**config.mk**
```make
export PLATFORM = sky130hd
export DESIGN_NAME = mem_stage_ctrl
export DESIGN_NICKNAME = d
export VERILOG_FILES = /design/src/rtl/mem_stage_ctrl.sv
export SDC_FILE = /design/constraint.sdc
export NUM_CORES = 1
export LEC_CHECK = 0
export CAP_MARGIN = 20
export CELL_PAD_IN_SITES_DETAIL_PLACEMENT = 1
export CELL_PAD_IN_SITES_GLOBAL_PLACEMENT = 1
export CORE_MARGIN = 5
export CORE_UTILIZATION = 26
export CTS_CLUSTER_SIZE = 16
export DETAILED_ROUTE_END_ITERATION = 10
export PLACE_DENSITY_LB_ADDON = 0.1
export SETUP_SLACK_MARGIN = 0.5
export SLEW_MARGIN = 0
export SYNTH_ARGS = -nofsm -noshare
export SYNTH_HDL_FRONTEND = slang
export SYNTH_SLANG_ARGS = --single-unit
```
**constraint.sdc**
```tcl
create_clock -name clk -period 3.4 [get_ports clk]
set_input_delay 1.02 -clock clk [delete_from_list [all_inputs] [get_ports clk]]
set_output_delay 1.02 -clock clk [all_outputs]
set_load 0.01 [all_outputs]
```
**src/rtl/mem_stage_ctrl.sv**
```systemverilog
// ----------------------------------------------------------------------------
// mem_stage_ctrl
//
// Memory-stage access controller. It sits on the consumer side of the EX/MEM
// pipeline register, issues one request per instruction to a multi-cycle data
// memory, and freezes the EX/MEM register (enable = ~stall) until the access
// completes. Misaligned accesses and memory timeouts put the block into a
// terminal error state that only rst clears.
//
// Parameters:
//   TIMEOUT_CYCLES  cycles allowed in BUSY before a timeout (1..255)
//
// Ports:
//   clk, rst                       clock, synchronous active-high reset
//   EXMEM_memRead/memWrite/noOp    access request fields from EX/MEM
//   EXMEM_memAddr, EXMEM_writeData byte address and store data
//   mem_Stall, mem_Done            memory handshake inputs
//   mem_DataOut                    memory read data
//   mem_Rd, mem_Wr                 request strobes to memory
//   mem_Addr, mem_DataIn           address / write data to memory
//   readData                       load result toward MEM/WB
//   stall                          freeze EX/MEM and upstream stages
//   err                            sticky error flag
//
// Optional build macro MEM_STAGE_STATS_EN adds acc_count / stall_count ports.
// ----------------------------------------------------------------------------
module mem_stage_ctrl #(
   parameter int unsigned TIMEOUT_CYCLES = 255
) (
   input  logic        clk,
   input  logic        rst,
   input  logic        EXMEM_memRead,
   input  logic        EXMEM_memWrite,
   input  logic        EXMEM_noOp,
   input  logic [15:0] EXMEM_memAddr,
   input  logic [15:0] EXMEM_writeData,
   input  logic        mem_Stall,
   input  logic        mem_Done,
   input  logic [15:0] mem_DataOut,
   output logic        mem_Rd,
   output logic        mem_Wr,
   output logic [15:0] mem_Addr,
   output logic [15:0] mem_DataIn,
   output logic [15:0] readData,
`ifdef MEM_STAGE_STATS_EN
   output logic [15:0] acc_count,
   output logic [15:0] stall_count,
`endif
   output logic        stall,
   output logic        err
);

   typedef enum logic [1:0] {IDLE, BUSY, ERR} state_t;

   // 9 bits so the comparison never overflows even at TIMEOUT_CYCLES = 255
   localparam logic [8:0] TIMEOUT_W = 9'(TIMEOUT_CYCLES);

   state_t      state_reg, state_next;
   logic [7:0]  wait_cnt_reg, wait_cnt_next;
   logic [15:0] rdata_reg;
   logic        is_read_reg, is_read_next;

   logic req, misalign, rd_sel, wr_sel;
   logic accept, capture;

   assign req      = (EXMEM_memRead | EXMEM_memWrite) & ~EXMEM_noOp;
   assign misalign = req & EXMEM_memAddr[0];
   // read wins when both strobes are set
   assign rd_sel   = EXMEM_memRead;
   assign wr_sel   = EXMEM_memWrite & ~EXMEM_memRead;

   assign mem_Addr   = EXMEM_memAddr;
   assign mem_DataIn = EXMEM_writeData;

   always_comb begin
      state_next    = state_reg;
      wait_cnt_next = wait_cnt_reg;
      is_read_next  = is_read_reg;
      mem_Rd        = 1'b0;
      mem_Wr        = 1'b0;
      stall         = 1'b0;
      accept        = 1'b0;
      capture       = 1'b0;
      case (state_reg)
         IDLE: begin
            if (misalign) begin
               stall      = 1'b1;
               state_next = ERR;
            end else if (req) begin
               mem_Rd = rd_sel;
               mem_Wr = wr_sel;
               if (mem_Stall) begin
                  // memory not ready: hold the request and the pipeline
                  stall = 1'b1;
               end else begin
                  accept = 1'b1;
                  if (mem_Done) begin
                     // single-cycle hit, no extra latency
                     capture = rd_sel;
                  end else begin
                     stall         = 1'b1;
                     state_next    = BUSY;
                     wait_cnt_next = 8'd0;
                     is_read_next  = rd_sel;
                  end
               end
            end
         end
         BUSY: begin
            if (mem_Done) begin
               // stall drops here so EX/MEM advances and no re-issue occurs
               capture    = is_read_reg;
               state_next = IDLE;
            end else begin
               stall         = 1'b1;
               wait_cnt_next = wait_cnt_reg + 8'd1;
               if ({1'b0, wait_cnt_reg} + 9'd1 >= TIMEOUT_W)
                  state_next = ERR;
            end
         end
         ERR: begin
            stall = 1'b1;
         end
         default: begin
            state_next = IDLE;
         end
      endcase
   end

   always_ff @(posedge clk) begin
      if (rst) begin
         state_reg    <= IDLE;
         wait_cnt_reg <= 8'd0;
         rdata_reg    <= 16'h0000;
         is_read_reg  <= 1'b0;
      end else begin
         state_reg    <= state_next;
         wait_cnt_reg <= wait_cnt_next;
         is_read_reg  <= is_read_next;
         if (capture)
            rdata_reg <= mem_DataOut;
      end
   end

   // read data is forwarded in the completion cycle, then held
   assign readData = capture ? mem_DataOut : rdata_reg;
   assign err      = (state_reg == ERR);

`ifdef MEM_STAGE_STATS_EN
   logic [15:0] acc_count_reg, stall_count_reg;

   always_ff @(posedge clk) begin
      if (rst) begin
         acc_count_reg   <= 16'h0000;
         stall_count_reg <= 16'h0000;
      end else if (state_reg != ERR) begin
         if (accept)
            acc_count_reg <= acc_count_reg + 16'd1;
         if (stall)
            stall_count_reg <= stall_count_reg + 16'd1;
      end
   end

   assign acc_count   = acc_count_reg;
   assign stall_count = stall_count_reg;
`else
   // accept is only consumed by the statistics counters
   logic unused_accept;
   assign unused_accept = accept;
`endif

endmodule

```
After elaboration in Yosys (flattened, before gate mapping) --
Index checks and enable logic that the tools add are counted.
Word-level totals: register bits 27, input port bits 55, logic and storage cells 64
Cells by class: add/sub/neg operators 2, order comparisons 1, eq/ne operators 11, muxes and demuxes 31, bitwise gates (word level) 10, reduce and logical (&&, ||, !) cells 5
Operator list (number):
- 8-bit two-way mux | 5
- 16-bit two-way mux | 1
- 8-bit one-hot mux with 2 select lines | 1
- 1-bit two-way mux | 15
- 2-bit two-way mux | 6
- 3-bit inequality test (second input constant) | 4
- 2-bit inequality test (second input constant) | 5
- 5-bit AND reduction | 2
- 8-bit by 1-bit adder with 9-bit output (second input constant) | 1
- 9-bit by 8-bit >= comparator with 1-bit output (second input constant) | 1
- 8-bit by 1-bit adder with 8-bit output (second input constant) | 1
- 1-bit NOT | 6
- 2-bit one-hot mux with 3 select lines | 1
- 6-bit AND reduction | 1
- 1-bit AND | 3
- 1-bit one-hot mux with 3 select lines | 1
- 2-bit by 1-bit == test with 1-bit output (second input constant) | 1
- 2-bit == test (second input constant) | 1
- 2-bit logical NOT | 1
- 1-bit one-hot mux with 2 select lines | 1
- 2-bit nonzero test | 1
- 1-bit OR | 1

Depth between registers and ports, before layout --
depth after elaboration 6, gate-level depth with buffers 7

Worst setup path after synthesis --
No wires, ideal clock.
path kind input -> output, start point input EXMEM_noOp, end point output readData[9], arrival time 2.261 ns, path slack 0.119 ns, cell stages on the path 5, cell sequence o21ba_2 a32oi_2 nor3b_4 buf_6 mux2_4
Between the ends: cells in the longest elaborated chain, start to end 6
RTL lines:
- start: declaration | RTL line 34 | input logic EXMEM_noOp,
- 1-bit NOT (*) | RTL line 66 | assign req = (EXMEM_memRead | EXMEM_memWrite) & ~EXMEM_noOp;
- 1-bit AND (*) | RTL line 66
- 1-bit two-way mux / 1-bit AND (equally long branches) | RTL line 89, 67
- 1-bit two-way mux (*) | RTL line 86 | if (misalign) begin
- 1-bit one-hot mux with 2 select lines (*) | RTL line 84 | case (state_reg)
- 16-bit two-way mux (*)
- end: declaration | RTL line 44 | output logic [15:0] readData,
Mark *: on every way between the ends. The rest lies on a longest branch, timed or not.

Final worst setup path --
start point input EXMEM_noOp, end point output readData[0]
The elaborated chain is that of the path after synthesis.

==> impl_metrics.py <==
metrics = {
    "worst_setup_path": {
        "endpoint_kind": "output port",
        "slowest_delay_ns": 0.32,
        "critical_path.max_fanout": 8,
        "crit_path_top_delay_cell": "mux2_4",
        "cp.depth": 8,
        "cp_num_buf_inv": 4,
        "crit_path_start_kind": "input port",
        "crit_top_cell": "buf_6",
        "cp_cell_sequence": "buf_6 -> o21ba_4 -> a32oi_2 -> nor3b_4 -> buf_4 -> buf_12 -> mux2_4 -> buf_6",
        "critPathKind": "input port to output port",
        "required_ns": 2.38,
        "crit_arrival_ns": 2.38,
        "crit_family": "buffers and inverters",
        "ff2ff_path_depth": 7,
    },
    "timing": {
        "timing.final.ws_setup_ns": 0.003654,
        "finalSetupViolCount": 0,
        "hold_slack_ns": 0.5472,
        "rsz0062_at_grt": "true",
        "worstMarginPinSlew_ns": 0.7949,
        "max_slew_margin": 0.4684,
        "clock_skew_ns": 0.008265,
        "finalCriticalPeriod_ns": 3.396,
        "slew_violations": 0,
        "finalSetupTns_ns": 0,
        "clock.fmax_mhz": 294.4,
        "hold_viol_final": 0,
        "fin_crit_sh": 0.9989,
    },
    "global_route": {
        "overflow": 0,
        "grt_pass1_vias": 1507,
        "use_met1": 0.1330,
        "track_usage": 0.1093,
        "antenna_found_initial": 0,
        "busiest_layer": "met2",
        "met2_usage": 0.1895,
        "met3_usage": 0.03167,
        "grt_max_degree": 21,
        "grt_pass1_wl_mm": 7.672,
    },
    "yosys": {
        "synth_top_family_by_area": "simple AND/OR/NAND/NOR gates",
        "yosys_warnings": 0,
        "synth-simple-area-share": 0.2156,
        "ys_types": 49,
        "avgSynthCellArea_um2": 9.142,
        "async_flop_share": 0,
        "netlist_area_um2": 1700,
        "ys.flop_type": "dfxtp_1",
        "ys_seq_elements": 27,
        "synth_edf_count": 0,
        "synth-adder-area-share": 0.01472,
        "syn-num-nets": 243,
        "syn_inst": 186,
        "synth_compound_gate_area_share": 0.1280,
        "synth_xor_area_frac": 0.01030,
        "synth-seq-area-share": 0.3179,
        "synthMuxAreaShare": 0.1339,
    },
    "detailed_routing": {
        "drc": 0,
        "drt_iter0_markers": 19,
        "drtAntennaViolNets": 0,
        "wl_mm": 4.559,
        "dr.pass1.iters": 2,
        "drt-vias-per-instance": 4.845,
        "via_count": 1410,
        "wl_per_cell_um": 15.67,
    },
    "layout": {
        "diodes": 0,
        "layout.cells.non_filler": 291,
        "fin_area_um2": 2235,
        "drive_above_1_share": 0.3505,
        "final_cell_mix": "dfxtp_1 (27), buf_6 (21), clkdlybuf4s50_1 (20)",
        "n_fill_cell": 728,
        "final_common_cell": "dfxtp_1",
        "seq_area_um2": 540.5,
        "synthToLayoutAreaGrowth_pct": 31.42,
        "final_util": 0.3519,
        "fin_nets": 272,
        "largest_reg_flops": 16,
        "multiInputGateArea_um2": 899.6,
    },
    "place": {
        "dp.cells": 278,
        "pre_cts_ws_ns": -0.7931,
        "dpl.hpwl_mm": 3.386,
        "placed_cell_area_um2": 2058,
        "gp_congestion": 0.7770,
        "io_buffers": 44,
    },
    "min_path": {
        "holdCritPathClass": "register to register",
        "min_delay_path_depth": 2,
    },
    "die": {
        "core-area_um2": 6350,
        "io_pins": 107,
        "die_x_um": 90.87,
        "die_h_um": 90.87,
        "initial_utilization": 0.2678,
        "num_rows": 29,
        "dieArea_um2": 8257,
    },
    "cts": {
        "h-tree-depth": 1,
        "numCtsBuffers": 3,
        "cts_tree": "done",
        "clock_sinks": 27,
        "clk_pin_slew_ns": 0.10,
        "clockBufferDepth": 2,
        "clock_latency_ns": 0.28,
        "clockRootBuffer": "clkbuf_8",
    },
    "pwr": {
        "switchingPower_mw": 0.1745,
        "p_sw_frac": 0.2635,
        "seqPwrFrac": 0.501,
        "report.power.total_mw": 0.6623,
        "p_int_mw": 0.4878,
        "ir_worst_vdd_uv": 156.0,
        "p_leak_nw": 0.8681,
        "combPwrFrac": 0.204,
        "pwr-share-clk": 0.295,
        "power_density_nw_per_um2": 296.4,
    },
    "run_status": {
        "status": "complete, no violations",
    },
    "flow_run": {
        "max_cap_viol_count": 0,
    },
}
[kinds of logic (layout without fill, tap and decap cells)]
group | count (synthesis) | count (layout)
buffers and inverters | 44 | 72
AO/OA/AOI/OAI | 32 | 32
adder cells (fa/ha/maj) | 2 | 2
XOR/XNOR | 2 | 2
multiplexers | 17 | 17
flip-flops | 27 | 27
AND/OR/NAND/NOR | 62 | 62
[repair_timing]
action | 4_1_cts | 5_1_grt
endpoints found under the setup margin | 20 | 19
resized for setup | 123 | 3
gates cloned | 1 | 0
hold buffers | 0 | 0
setup buffers | 6 | 2
pin swaps | 6 | 3
[cell usage after synthesis, types with 2 or more instances]
master     number  area (um2)
dfxtp_1        27       540.5
o21ai_0         6       30.03
nand3_1         3       15.01
nor2_1         15       56.30
mux2_2          6       67.56
inv_1           3       11.26
o21bai_1        2       15.01
and2_1          3       18.77
a21oi_1         9       45.04
nand2_1         4       15.01
nor2b_1        18       112.6
nand2b_1        2       12.51
ha_1            2       25.02
buf_4          32       240.2
nor3_1          2       10.01
xnor2_1         2       17.52
buf_2           4       20.02
or3_1           2       12.51
clkbuf_1        3       11.26
mux2_4         10       150.1
a2bb2oi_1       2       17.52
buf_6           2       22.52
[power groups by stage]
stage / clock network (mW) / logic (mW) / registers [mW]
floorplan: 0 / 0.0970 / 0.331
detailed placement: 0 / 0.123 / 0.339
global route: 0.219 / 0.147 / 0.333
global placement: 0 / 0.121 / 0.339
CTS: 0.206 / 0.132 / 0.332
finish: 0.196 / 0.135 / 0.332
[layer usage]
| layer | part of all wire | vias up |
|---|---|---|
| met4 | 0.010 | 0 |
| li1 | - | 662 |
| met3 | 0.057 | 8 |
| met5 | 0 | - |
| met2 | 0.48 | 55 |
| met1 | 0.45 | 685 |
[path summary, 6_finish.rpt]
kind	from	to	slack, ns
max	EXMEM_noOp	readData[0]	0.004
min	is_read_reg	is_read_reg	0.55
max reg2reg	wait_cnt_reg[0]	state_reg[0]	1.34
min reg2reg	is_read_reg	is_read_reg	0.55
[layout make-up]
cell class,count,share of cell area
inverters,3,0.005039
clock buffers,3,0.01848
multi-input cells,115,0.4026
clock inverters,1,0.003359
repair buffers,65,0.2856
flip-flops and latches,27,0.2419
well taps,77,0.04311
[worst min-delay path, stage by stage, from the launching register on]
cell and delay [ns]:
dfxtp_1 0.36, mux2i_1 0.08, nor2_1 0.07
Note: power is estimated with default switching activity, not from simulation.
==> edit (same settings) <==
Re-encode `state_t` (3 states) as one-hot, 3 bits wide.
--- a/src/rtl/mem_stage_ctrl.sv
+++ b/src/rtl/mem_stage_ctrl.sv
@@ -50,7 +50,7 @@
    output logic        err
 );
 
-   typedef enum logic [1:0] {IDLE, BUSY, ERR} state_t;
+   typedef enum logic [2:0] {IDLE = 3'b001, BUSY = 3'b010, ERR = 3'b100} state_t;
 
    // 9 bits so the comparison never overflows even at TIMEOUT_CYCLES = 255
    localparam logic [8:0] TIMEOUT_W = 9'(TIMEOUT_CYCLES);
Check against the original RTL: no difference found for any inputs over 10 cycles, from zero or initial values and one cycle with rst high; not proved beyond that.
==> edit against the unedited design <==
- final area grew 25%
- die area is 4.6% higher
- synthesized area is 5.2% higher
- sequential cell count is 1 higher
- hold slack got worse by 0.0046 ns
- largest cell class is now buffers
- final cell count rose by 15%
- wire length up 31%
- clock skew shrank 0.0056 ns
- setup slack gained 0.048 ns
Power is not compared: it rests on default switching activity, and its combinational part moved more than twofold at a synthesized area within 25%.
==> edit: results (changes against the unedited design) <==
wire length of the first global-routing pass=9.14 mm (was 7.67 mm); Async SR Flop Fraction=0% (unchanged); # diodes=0 (unchanged); Place WS=-0.671 ns (was -0.793 ns); WL/cell=17.9 um (was 15.7 um); total CTS buffers=3 (unchanged); First DRT Iteration DRCs=38 (was 19); # nets final=313 (was 272); Post-synth top cells=buf_4, dfxtp_1, nor2_1 (was buf_4, dfxtp_1, nor2b_1); Worst Hold Class=reg2reg (unchanged); post-detail-place hpwl=3.92 mm (was 3.39 mm); clock-pin slew on the worst setup and hold paths=0.10 ns (about the same); Total Routing Usage GR=13.2% (was 10.9%); YS warnings=0 (unchanged); # H-tree levels=1 (unchanged); deepest clock path buffer count=2 (unchanged); CP max-delay cell=mux2_4 (unchanged); initial antenna violation count=0 (unchanged); post-placement cell area=2200 um2 (was 2060 um2); period utilization=98.5% (was 99.9%); number of vias per cell=4.86 (was 4.85); EDFF count, synth=0 (unchanged); fraction of layout cells with a size suffix above 1=48.2% (was 35.0%); TritonRoute pass-1 iters=4 (was 2); internal power=0.819 mW; Netlist cell types=48 (was 49); Worst-Skew Late Latency=0.28 ns (about the same); Max VDD drop=0.000275 V; register area share after synthesis=31.4% (was 31.8%); largest fanout on the critical path=8 (unchanged); GPL Wtd Cong=0.802 (was 0.777); fin cells=335 (was 291); Post-Synthesis Cells=191 (was 186); max FFs per register=16 (unchanged); Syn Nets=248 (was 243); fill cell count=737 (was 728); IO buf count=44 (unchanged); Root Buffer Master=clkbuf_8 (unchanged); relative slew slack=62.0% (was 46.8%); skew final=0.00264 ns (was 0.00826 ns); status=finished, final reports clean (unchanged); Data arrival, critical path=2.33 ns (was 2.38 ns); cell total after placement=293 (was 278); pin count of the biggest net entering global routing=17 (was 21); top cells by area, synth=dfxtp_1, buf_4, mux2_4 (unchanged); Most used DFF post-synth=dfxtp_1 (unchanged); vias in the first global route=1,737 (was 1,507)
[edit: layout make-up]
type,instances,area [um2],area share (%)
multi-input cells,121,1020,36.7
well taps,80,100,3.59
repair buffers,100,1030,36.8
clock buffers,3,41.3,1.48
clock inverters,1,30.0,1.08
flip-flops and latches,28,562,20.1
inverters,2,7.51,0.269
[edit: cell families after synthesis]
logic type / after synthesis / synth area share [%]
flip-flops: 28 / 31.4
AO/OA/AOI/OAI: 34 / 13.9
multiplexers: 17 / 12.7
AND/OR/NAND/NOR: 66 / 22.8
buffers and inverters: 42 / 16.9
XOR/XNOR: 2 / 0.980
adder cells (fa/ha/maj): 2 / 1.40
[edit: power groups by stage]
stage,Sequential (mW),Combinational [mW],Clock (mW)
final,0.380,0.492,0.266
after detailed placement,0.384,0.237,0
after CTS,0.378,0.376,0.279
after global placement,0.383,0.234,0
after floorplan,0.360,0.173,0
after global routing,0.384,0.519,0.288
[edit: worst max-delay path, delay by kind of cell]
kind | cells | cell delay [ns]
muxes | 1 | 0.31
AOI/OAI and AO/OA | 1 | 0.14
buffers and inverters | 4 | 0.51
and+or+nand+nor | 2 | 0.35
[edit: repair_timing]
action,in CTS,in global routing
cloned,1,0
buffers inserted,27,10
endpoints found under the setup margin,21,28
pin swaps,8,11
resized for setup,134,40
[edit: per-layer routing]
| layer | up-vias | routed length [um] | track usage [%] |
|---|---|---|---|
| met2 | 66 | 2990 | 22.5 |
| met4 | 0 | 78 | 2.81 |
| met1 | 786 | 2450 | 15.6 |
| met3 | 15 | 466 | 5.44 |
| li1 | 762 | - | - |
| met5 | - | 0 | 0 |
[edit: final timing paths]
check | start | cells past startpoint | to | slack, ns
worst max-delay path | EXMEM_memAddr[0] | 8 | readData[10] | 0.05
worst min register to register | wait_cnt_reg[7] | 1 | wait_cnt_reg[7] | 0.54
worst max register to register | state_reg[0] | 17 | state_reg[1] | 0.81
worst min-delay path | wait_cnt_reg[7] | 1 | wait_cnt_reg[7] | 0.54
